--- src/rtl/inst_bus_arbiter_pkg.sv ---
// ============================================================================
// Module      : Types (package)
// Description : Instruction-side bus types shared by the arbiter, its owner
//               FIFO and the bus interface.
// Revision    : 1.0 - initial release
// ============================================================================
`default_nettype none

package Types;

    typedef logic [31:0] InstAddr;
    typedef logic [31:0] Inst;

    // Identity of the master that owns an outstanding read
    typedef logic InstArbOwner;

    localparam InstArbOwner IARB_M0 = 1'b0;
    localparam InstArbOwner IARB_M1 = 1'b1;

endpackage

`default_nettype wire

--- src/rtl/inst_bus_arbiter_if.sv ---
// ============================================================================
// Module      : inst_bus_arbiter_if
// Description : Bundles both instruction masters and the memory port seen by
//               the arbiter. The slave modport is the arbiter's view; the
//               master modport is the view of the masters and memory.
// Revision    : 1.0 - initial release
// ============================================================================
`default_nettype none

interface inst_bus_arbiter_if;
    import Types::*;

    logic    i_m0_req;
    InstAddr i_m0_addr;
    logic    o_m0_gnt;
    logic    o_m0_rvalid;
    Inst     o_m0_rdata;

    logic    i_m1_req;
    InstAddr i_m1_addr;
    logic    o_m1_gnt;
    logic    o_m1_rvalid;
    Inst     o_m1_rdata;

    logic    o_mem_req;
    InstAddr o_mem_addr;
    logic    i_mem_gnt;
    logic    i_mem_rvalid;
    Inst     i_mem_rdata;

    modport slave (
        input  i_m0_req, i_m0_addr,
        output o_m0_gnt, o_m0_rvalid, o_m0_rdata,
        input  i_m1_req, i_m1_addr,
        output o_m1_gnt, o_m1_rvalid, o_m1_rdata,
        output o_mem_req, o_mem_addr,
        input  i_mem_gnt, i_mem_rvalid, i_mem_rdata
    );

    modport master (
        output i_m0_req, i_m0_addr,
        input  o_m0_gnt, o_m0_rvalid, o_m0_rdata,
        output i_m1_req, i_m1_addr,
        input  o_m1_gnt, o_m1_rvalid, o_m1_rdata,
        input  o_mem_req, o_mem_addr,
        output i_mem_gnt, i_mem_rvalid, i_mem_rdata
    );

endinterface

`default_nettype wire

--- src/rtl/inst_bus_arbiter_owner_fifo.sv ---
// ============================================================================
// Module      : inst_arb_owner_fifo
// Description : In-order FIFO of owner IDs for outstanding reads. Register
//               array with wrapping pointers; pushes while full and pops
//               while empty are ignored.
// Revision    : 1.0 - initial release
// ============================================================================
`default_nettype none

module inst_arb_owner_fifo
    import Types::*;
#(
    parameter int DEPTH = 2
) (
    input  wire logic                         i_clock,
    input  wire logic                         i_reset,
    input  wire logic                         i_push,
    input  wire logic                         i_pop,
    input  wire InstArbOwner                  i_din,
    output InstArbOwner                       o_head,
    output logic [$clog2(DEPTH+1)-1:0]        o_count,
    output logic                              o_full,
    output logic                              o_empty
);

    localparam int CNT_W = $clog2(DEPTH + 1);
    localparam int PTR_W = (DEPTH > 1) ? $clog2(DEPTH) : 1;
    localparam logic [CNT_W-1:0] c_DEPTH    = CNT_W'(DEPTH);
    localparam logic [PTR_W-1:0] c_PTR_LAST = PTR_W'(DEPTH - 1);

    InstArbOwner       r_mem [DEPTH];
    logic [PTR_W-1:0]  r_wr_ptr;
    logic [PTR_W-1:0]  r_rd_ptr;
    logic [CNT_W-1:0]  r_count;
    logic              w_do_push;
    logic              w_do_pop;

    assign o_full    = (r_count == c_DEPTH);
    assign o_empty   = (r_count == '0);
    assign o_count   = r_count;
    assign o_head    = r_mem[r_rd_ptr];
    assign w_do_push = i_push & ~o_full;
    assign w_do_pop  = i_pop & ~o_empty;

    // Storage write, pointer advance with wrap, and occupancy tracking
    always_ff @(posedge i_clock or posedge i_reset) begin
        if (i_reset) begin
            for (int i = 0; i < DEPTH; i++) begin
                r_mem[i] <= IARB_M0;
            end
            r_wr_ptr <= '0;
            r_rd_ptr <= '0;
            r_count  <= '0;
        end else begin
            if (w_do_push) begin
                r_mem[r_wr_ptr] <= i_din;
                r_wr_ptr <= (r_wr_ptr == c_PTR_LAST) ? '0 : r_wr_ptr + PTR_W'(1);
            end
            if (w_do_pop) begin
                r_rd_ptr <= (r_rd_ptr == c_PTR_LAST) ? '0 : r_rd_ptr + PTR_W'(1);
            end
            case ({w_do_push, w_do_pop})
                2'b10:   r_count <= r_count + CNT_W'(1);
                2'b01:   r_count <= r_count - CNT_W'(1);
                default: r_count <= r_count;
            endcase
        end
    end

endmodule

`default_nettype wire

--- src/rtl/inst_bus_arbiter.sv ---
// ============================================================================
// Module      : inst_bus_arbiter
// Description : Shares one instruction memory port between the fetch stage
//               (master 0) and the debug/boot loader (master 1). Grants are
//               pass-through combinational; read responses are steered to
//               their issuer using an in-order owner FIFO.
//               Build option RV_IARB_ROUNDROBIN_EN: round-robin on ties
//               (otherwise master 0 has fixed priority).
// Revision    : 1.0 - initial release
// ============================================================================
`default_nettype none

module inst_bus_arbiter
    import Types::*;
#(
    parameter int DEPTH = 2
) (
    input  wire logic          i_clock,
    input  wire logic          i_reset,
    inst_bus_arbiter_if.slave  bus
);

    localparam int CNT_W = $clog2(DEPTH + 1);

    InstArbOwner       w_sel;
    InstArbOwner       w_head;
    logic [CNT_W-1:0]  w_count;
    logic              w_full;
    logic              w_empty;
    logic              w_push;
    logic              w_pop;
    logic              w_rsp_ok;
    InstArbOwner       r_last;

    // Pick the master that drives the memory address this cycle
    always_comb begin
        w_sel = IARB_M0;
        if (bus.i_m0_req && bus.i_m1_req) begin
`ifdef RV_IARB_ROUNDROBIN_EN
            w_sel = ~r_last;
`else
            w_sel = IARB_M0;
`endif
        end else if (bus.i_m1_req) begin
            w_sel = IARB_M1;
        end
    end

`ifndef RV_IARB_ROUNDROBIN_EN
    // Fixed priority keeps the round-robin history but never consults it
    logic w_unused_last;
    assign w_unused_last = r_last;
`endif

    // Full blocks issue even when a pop lands in the same cycle
    assign bus.o_mem_req  = (bus.i_m0_req | bus.i_m1_req) & ~w_full;
    assign bus.o_mem_addr = (w_sel == IARB_M1) ? bus.i_m1_addr : bus.i_m0_addr;
    assign w_push         = bus.o_mem_req & bus.i_mem_gnt;
    assign bus.o_m0_gnt   = w_push & (w_sel == IARB_M0);
    assign bus.o_m1_gnt   = w_push & (w_sel == IARB_M1);

    // Responses with nothing outstanding are stale and are dropped
    assign w_pop          = bus.i_mem_rvalid & ~w_empty;
    assign w_rsp_ok       = bus.i_mem_rvalid & (w_count != '0);
    assign bus.o_m0_rvalid = w_rsp_ok & (w_head == IARB_M0);
    assign bus.o_m1_rvalid = w_rsp_ok & (w_head == IARB_M1);
    assign bus.o_m0_rdata  = bus.i_mem_rdata;
    assign bus.o_m1_rdata  = bus.i_mem_rdata;

    // Remember the most recently granted master for tie breaking
    always_ff @(posedge i_clock or posedge i_reset) begin
        if (i_reset) begin
            r_last <= IARB_M1;
        end else if (w_push) begin
            r_last <= w_sel;
        end
    end

    inst_arb_owner_fifo #(
        .DEPTH (DEPTH)
    ) u_owner_fifo (
        .i_clock (i_clock),
        .i_reset (i_reset),
        .i_push  (w_push),
        .i_pop   (w_pop),
        .i_din   (w_sel),
        .o_head  (w_head),
        .o_count (w_count),
        .o_full  (w_full),
        .o_empty (w_empty)
    );

endmodule

`default_nettype wire
--- src/flat_wrapper.sv ---
// flat-port wrapper written by rule: the top's interface ports become plain ports
module inst_bus_arbiter_flat import Types::*;
#(
    parameter int DEPTH = 2
)
  (i_clock, i_reset, bus_i_m0_req, bus_i_m0_addr, bus_o_m0_gnt, bus_o_m0_rvalid, bus_o_m0_rdata, bus_i_m1_req, bus_i_m1_addr, bus_o_m1_gnt, bus_o_m1_rvalid, bus_o_m1_rdata, bus_o_mem_req, bus_o_mem_addr, bus_i_mem_gnt, bus_i_mem_rvalid, bus_i_mem_rdata);
  inst_bus_arbiter_if bus_i ();
  input  wire logic i_clock;
  input  wire logic i_reset;
  input wire logic [$bits(bus_i.i_m0_req)-1:0] bus_i_m0_req;
  input wire logic [$bits(bus_i.i_m0_addr)-1:0] bus_i_m0_addr;
  output wire logic [$bits(bus_i.o_m0_gnt)-1:0] bus_o_m0_gnt;
  output wire logic [$bits(bus_i.o_m0_rvalid)-1:0] bus_o_m0_rvalid;
  output wire logic [$bits(bus_i.o_m0_rdata)-1:0] bus_o_m0_rdata;
  input wire logic [$bits(bus_i.i_m1_req)-1:0] bus_i_m1_req;
  input wire logic [$bits(bus_i.i_m1_addr)-1:0] bus_i_m1_addr;
  output wire logic [$bits(bus_i.o_m1_gnt)-1:0] bus_o_m1_gnt;
  output wire logic [$bits(bus_i.o_m1_rvalid)-1:0] bus_o_m1_rvalid;
  output wire logic [$bits(bus_i.o_m1_rdata)-1:0] bus_o_m1_rdata;
  output wire logic [$bits(bus_i.o_mem_req)-1:0] bus_o_mem_req;
  output wire logic [$bits(bus_i.o_mem_addr)-1:0] bus_o_mem_addr;
  input wire logic [$bits(bus_i.i_mem_gnt)-1:0] bus_i_mem_gnt;
  input wire logic [$bits(bus_i.i_mem_rvalid)-1:0] bus_i_mem_rvalid;
  input wire logic [$bits(bus_i.i_mem_rdata)-1:0] bus_i_mem_rdata;
  assign bus_i.i_m0_req = bus_i_m0_req;
  assign bus_i.i_m0_addr = bus_i_m0_addr;
  assign bus_o_m0_gnt = bus_i.o_m0_gnt;
  assign bus_o_m0_rvalid = bus_i.o_m0_rvalid;
  assign bus_o_m0_rdata = bus_i.o_m0_rdata;
  assign bus_i.i_m1_req = bus_i_m1_req;
  assign bus_i.i_m1_addr = bus_i_m1_addr;
  assign bus_o_m1_gnt = bus_i.o_m1_gnt;
  assign bus_o_m1_rvalid = bus_i.o_m1_rvalid;
  assign bus_o_m1_rdata = bus_i.o_m1_rdata;
  assign bus_o_mem_req = bus_i.o_mem_req;
  assign bus_o_mem_addr = bus_i.o_mem_addr;
  assign bus_i.i_mem_gnt = bus_i_mem_gnt;
  assign bus_i.i_mem_rvalid = bus_i_mem_rvalid;
  assign bus_i.i_mem_rdata = bus_i_mem_rdata;
  inst_bus_arbiter #(.DEPTH(DEPTH)) u_core (.i_clock(i_clock), .i_reset(i_reset), .bus(bus_i));
endmodule
--- config.mk ---
export PLATFORM = sky130hd
export DESIGN_NAME = inst_bus_arbiter_flat
export DESIGN_NICKNAME = d
export VERILOG_FILES = /design/src/rtl/inst_bus_arbiter_pkg.sv /design/src/rtl/inst_bus_arbiter_if.sv /design/src/rtl/inst_bus_arbiter_owner_fifo.sv /design/src/rtl/inst_bus_arbiter.sv /design/src/flat_wrapper.sv
export SDC_FILE = /design/constraint.sdc
export NUM_CORES = 1
export LEC_CHECK = 0
export ABC_CLOCK_PERIOD_IN_PS = 1600
export CORE_MARGIN = 3
export CORE_UTILIZATION = 20
export CTS_BUF_LIST = sky130_fd_sc_hd__clkbuf_16
export CTS_CLUSTER_DIAMETER = 100
export CTS_CLUSTER_SIZE = 20
export DETAILED_ROUTE_END_ITERATION = 10
export GPL_TIMING_DRIVEN = 0
export PLACE_DENSITY = 0.88
export SKIP_LAST_GASP = 1
export SYNTH_ARGS = -nofsm -noshare
export SYNTH_HDL_FRONTEND = slang
export SYNTH_SLANG_ARGS = --single-unit
--- constraint.sdc ---
create_clock -name i_clock -period 1.6 [get_ports i_clock]
set_input_delay 0.4 -clock i_clock [delete_from_list [all_inputs] [get_ports i_clock]]
set_output_delay 0.4 -clock i_clock [all_outputs]
set_load 0.05 [all_outputs]
# After elaboration in Yosys (flattened, before gate mapping)
# Cells that the tools add are included.
# totals
reg_bits	6
wordCells	49
# op_classes
reduce_logical	5
eq_ne	3
n_mux	12
n_bitwise	17
order_cmp	3
n_addsub	4
# op_table
operator	n
$mux 32	1
$and 1x1->1	10
$mux 1	8
$eq 2x2->1 const B	2
$ge 2x2->1 const B	2
$not 1->1	4
$not 1->2	2
$pmux 2 s2	1
$reduce_bool 2->1	2
$add 1x1->1 const B	2
$add 2x1->2 const B	1
$bwmux 2	1
$eq 2x1->1 const B	1
$logic_and 1x1->1	2
$logic_not 2->1	1
$lt 2x1->1 const B	1
$sub 2x1->2 const B	1
$demux 1 s1	1
$or 1x1->1	1

# Logic depth before layout (Yosys ltp)
# logic_depth
depth_word	7
depth_mapped	7
depth_no_buf	6

# Modules after synthesis
# Synthesis repeated with hierarchy kept, for this count alone.
# hier_totals
cells_unflattened	137
hier_area_um2	1371.3
# modules_own_cells
module	instances	area_each_um2	cells_per_inst
inst_bus_arbiter	1	1084.8	113
inst_arb_owner_fifo	1	286.5	24

# Least setup slack after synthesis
# No wires, ideal clock.
# synth_timing
path_type	flip-flop to output port
startpoint	reg u_core.u_owner_fifo.r_count[1], in the netlist u_core.u_owner_fifo.o_count[1]
endpoint	out bus_o_m1_gnt
n_path_buf	1
t_arrival_ns	1.721
setup_slack_ns	-0.521
stages_incl_launch_ff	5
cell_sequence	dfrtp_1 nor2b_2 or3b_1 clkbuf_1 nor2b_1
# synth_between
elab_chain_len	5
# synth_lines
item	line_no	source
start: declaration	inst_bus_arbiter_owner_fifo.sv:34	logic [CNT_W-1:0] r_count;
start signal: assignment	inst_bus_arbiter_owner_fifo.sv:63	2'b10: r_count <= r_count + CNT_W'(1);
start signal: assignment	inst_bus_arbiter_owner_fifo.sv:64	2'b01: r_count <= r_count - CNT_W'(1);
start signal: assignment	inst_bus_arbiter_owner_fifo.sv:65	default: r_count <= r_count;
$eq 2x2->1	inst_bus_arbiter_owner_fifo.sv:38	assign o_full = (r_count == c_DEPTH);
$not 1->1	inst_bus_arbiter.sv:56	assign bus.o_mem_req = (bus.i_m0_req | bus.i_m1_req) & ~w_full;
$and 1x1->1	inst_bus_arbiter.sv:56	
$and 1x1->1	inst_bus_arbiter.sv:58	assign w_push = bus.o_mem_req & bus.i_mem_gnt;
$and 1x1->1	inst_bus_arbiter.sv:60	assign bus.o_m1_gnt = w_push & (w_sel == IARB_M1);
end: declaration	flat_wrapper.sv:17	output wire logic [$bits(bus_i.o_m1_gnt)-1:0] bus_o_m1_gnt;
# Every way passes these cells.

# Final worst setup path
# Ends and elaborated chain as after synthesis.

==> flow_summary.json <==
{
  "drt-initial-drc-count": 6,
  "worstMarginPinSlew_ns": 0.516,
  "grt_max_degree": 9,
  "worst_ep_required_time_ns": 1.20,
  "grt_pass1_vias": 1659,
  "cell_chain_critical_path": "nor2b_4 > or3b_1 > clkbuf_8 > nor2b_4 > buf_8",
  "cp_data_arrival_time_ns": 1.52,
  "cts_tree": "built",
  "via_count": 1534,
  "timing.critical_path.slowest_stage_cell": "sky130_fd_sc_hd__dfrtp_1",
  "cts_buffers": 3,
  "ant_nets": 0,
  "hold_viol": 0,
  "path_max_fanout": 3,
  "setup.worst_path.start_class": "flip-flop",
  "die_h_um": 83.5,
  "routed_wire_length_per_instance_um": 14.1,
  "ff2ff_setup_slack_ns": -0.19,
  "synthesized_net_count": 235,
  "rows": 27,
  "period_needed_ns": 1.92,
  "synth_cell_types": 20,
  "antenna_found_initial": 0,
  "slew-limit-headroom": 0.657,
  "finalMaxSlewViolations": 0,
  "drt-vias-per-instance": 3.94,
  "finalSetupViolations": 38,
  "peak_vdd_ir_uv": 970,
  "die_width_um": 83.5,
  "clk_pin_slew_worst_paths_ns": 0.03,
  "finalClockSkew_ns": 0.00111,
  "die_area_um2": 6960,
  "initial_core_utilization": 0.213,
  "globalplace.congestion": 0.758,
  "critical-path-max-stage-delay_ns": 0.38,
  "reg2regPathDepth": 8,
  "crit-reg2reg-launch": "u_core.u_owner_fifo.o_count[1]",
  "dp_hpwl_mm": 4.59,
  "postSynthRegisterBits": 6,
  "route.detailed.drc": 0,
  "cp_top_family": "simple AND/OR/NAND/NOR gates",
  "mappedNetlistArea_um2": 1200,
  "critPathCaptureType": "primary output",
  "highest_count_cells_in_the_layout_ignoring_fill_and_taps": "sky130_fd_sc_hd__buf_4 (71), sky130_fd_sc_hd__dlygate4sd2_1 (65), sky130_fd_sc_hd__clkdlybuf4s50_1 (64)",
  "numClockSinks": 6,
  "static-leakage-power_nw": 1.74,
  "powerDensity_nw_per_um2": 770,
  "clkLatencyLatePin_ns": 0.23,
  "setup_tns_ns": -6.90,
  "grt_pass1_wl_mm": 8.41,
  "setup_slack_ns": -0.316,
  "core_region_area_um2": 5640,
  "met3_wirelength_um": 514,
  "groute.usage.overall": 0.147,
  "buffers_added_on_ports": 170,
  "routedLengthMet1_mm": 1.77,
  "period_utilization": 1.20,
  "grt_ovf": 0,
  "cp_common_cell": "sky130_fd_sc_hd__nor2b_4",
  "synth.yosys.warnings": 0,
  "yosysSeqAreaShare": 0.125,
  "area_growth_syn_to_layout_pct": 188,
  "post_route_cells_drive_above_1_share": 0.530,
  "met2_wirelength_mm": 3.15,
  "insertedDiodeCount": 0,
  "drt_pre_antenna_iters": 2,
  "ctsLongestPathBuffers": 2,
  "ctsRootBufferMaster": "sky130_fd_sc_hd__clkbuf_16",
  "grt_setup_unrepaired": "yes",
  "fmax_ghz": 0.522,
  "worst_r2r_end": "u_core.u_owner_fifo.o_count[1]",
  "max-cap-violations": 0,
  "boundaryPins": 203,
  "worstSetupPathType": "reg2out",
  "synthCells": 132,
  "routed_wirelength_mm": 5.48,
  "dr.max_layer_used": "met4",
  "violations": "negative setup slack",
  "fin_util": 0.613,
  "fin_nets": 422,
  "mostFrequentLayoutCell": "sky130_fd_sc_hd__buf_4",
  "syn-mean-instance-area_um2": 9.09,
  "run_status": "finished, violations left",
  "ctsHtreeMaxLevel": 1,
  "min-delay-path-class": "in2async",
  "crit_buf_inv": 2
}
worst max-delay path by stage:
| stage | startpoint | end | slack [ns] | depth (start not counted) |
|---|---|---|---|---|
| CTS | u_core.u_owner_fifo.o_count[1] | bus_o_m1_gnt | -0.31 | 5 |
| finish | u_core.u_owner_fifo.o_count[1] | bus_o_m1_gnt | -0.32 | 5 |
| detailed placement | bus_i_m1_req | bus_o_mem_addr[15] | -1.27 | 6 |
| global placement | bus_i_m1_req | bus_o_mem_addr[5] | -1.26 | 6 |
| floorplan | u_core.u_owner_fifo.o_count[1] | bus_o_m1_gnt | -0.11 | 4 |
| global route | u_core.u_owner_fifo.o_count[1] | bus_o_m1_gnt | -0.35 | 5 |
Yosys cell counts, drive strengths merged:
master | count | area (µm²)
nor2b | 4 | 27.5
mux2 | 34 | 387
or4b | 1 | 13.8
o21ai | 1 | 5.00
nor2 | 5 | 21.3
nand2 | 1 | 3.75
xnor2 | 4 | 35.0
xor2 | 1 | 8.76
buf | 68 | 500
mux2i | 1 | 10.0
ha | 1 | 12.5
dfrtp | 6 | 150
clkbuf | 1 | 3.75
or3b | 1 | 8.76
nor3 | 1 | 5.00
inv | 2 | 7.51
layout make-up:
cell class | count | area (µm²)
Timing Repair Buffer | 183 | 1880
Clock buffer | 3 | 75.1
Tap cell | 72 | 90.1
Fill cell | 474 | 2180
Multi-Input combinational cell | 55 | 711
Inverter | 2 | 7.51
Buffer | 68 | 549
Sequential cell | 6 | 151
worst register-to-register path, stage by stage (launching register included):
cell                       delay [ns]
sky130_fd_sc_hd__dfrtp_1         0.38
sky130_fd_sc_hd__nor2b_4         0.13
sky130_fd_sc_hd__or3b_1          0.35
sky130_fd_sc_hd__clkbuf_8        0.16
sky130_fd_sc_hd__buf_4           0.15
sky130_fd_sc_hd__ha_4            0.15
sky130_fd_sc_hd__xnor2_1         0.15
sky130_fd_sc_hd__nor2_1          0.06
sky130_fd_sc_hd__xor2_1          0.14
routing by layer:
metal / vias up / GRT usage
li1: 736 / -
met1: 688 / 0.150
met2: 106 / 0.297
met3: 4 / 0.0355
met4: 0 / 0.0307
met5: - / 0
repair_timing:
item,in CTS,in global routing
endpoints found under the setup margin,104,39
hold buffers,0,0
gates resized for setup,368,12
pin swaps,0,3
buffers inserted,13,1
cloned,3,0
stage by stage:
stage / hold WS [ns] / area [µm²] / instances / setup slack [ns] / power [mW]
after floorplan: 0.191 / 1370 / 132 / -0.107 / 1.51
after global placement: 0.477 / 3160 / 374 / -1.26 / 2.06
after detailed placement: 0.483 / 3160 / 374 / -1.27 / 2.09
after CTS: 0.392 / 3500 / 393 / -0.313 / 2.65
after global routing: 0.428 / 3460 / 389 / -0.350 / 2.81
final: 0.385 / 3460 / 389 / -0.316 / 2.66
where the power goes:
part	total [mW]	switching [mW]	leakage, nW	internal (mW)
clock network	0.406	0.0848	0.0370	0.321
registers	0.304	0.0708	0.0715	0.234
logic	1.95	1.02	1.63	0.931
cell families after synthesis:
| logic type | share of synthesized area |
|---|---|
| xor+xnor | 0.0365 |
| mux | 0.331 |
| buf+inv | 0.426 |
| simple gates | 0.0667 |
| compound gates | 0.00417 |
| fa+ha+maj | 0.0104 |
| flops | 0.125 |
flip-flops by register name (all words and copies together) (netlist names):
| signal | count |
|---|---|
| u_core.u_owner_fifo.o_count | 2 |
| u_core.u_owner_fifo.r_wr_ptr | 1 |
| u_core.u_owner_fifo.r_mem | 2 |
| u_core.u_owner_fifo.r_rd_ptr | 1 |
Note: power is estimated with default switching activity, not from simulation.
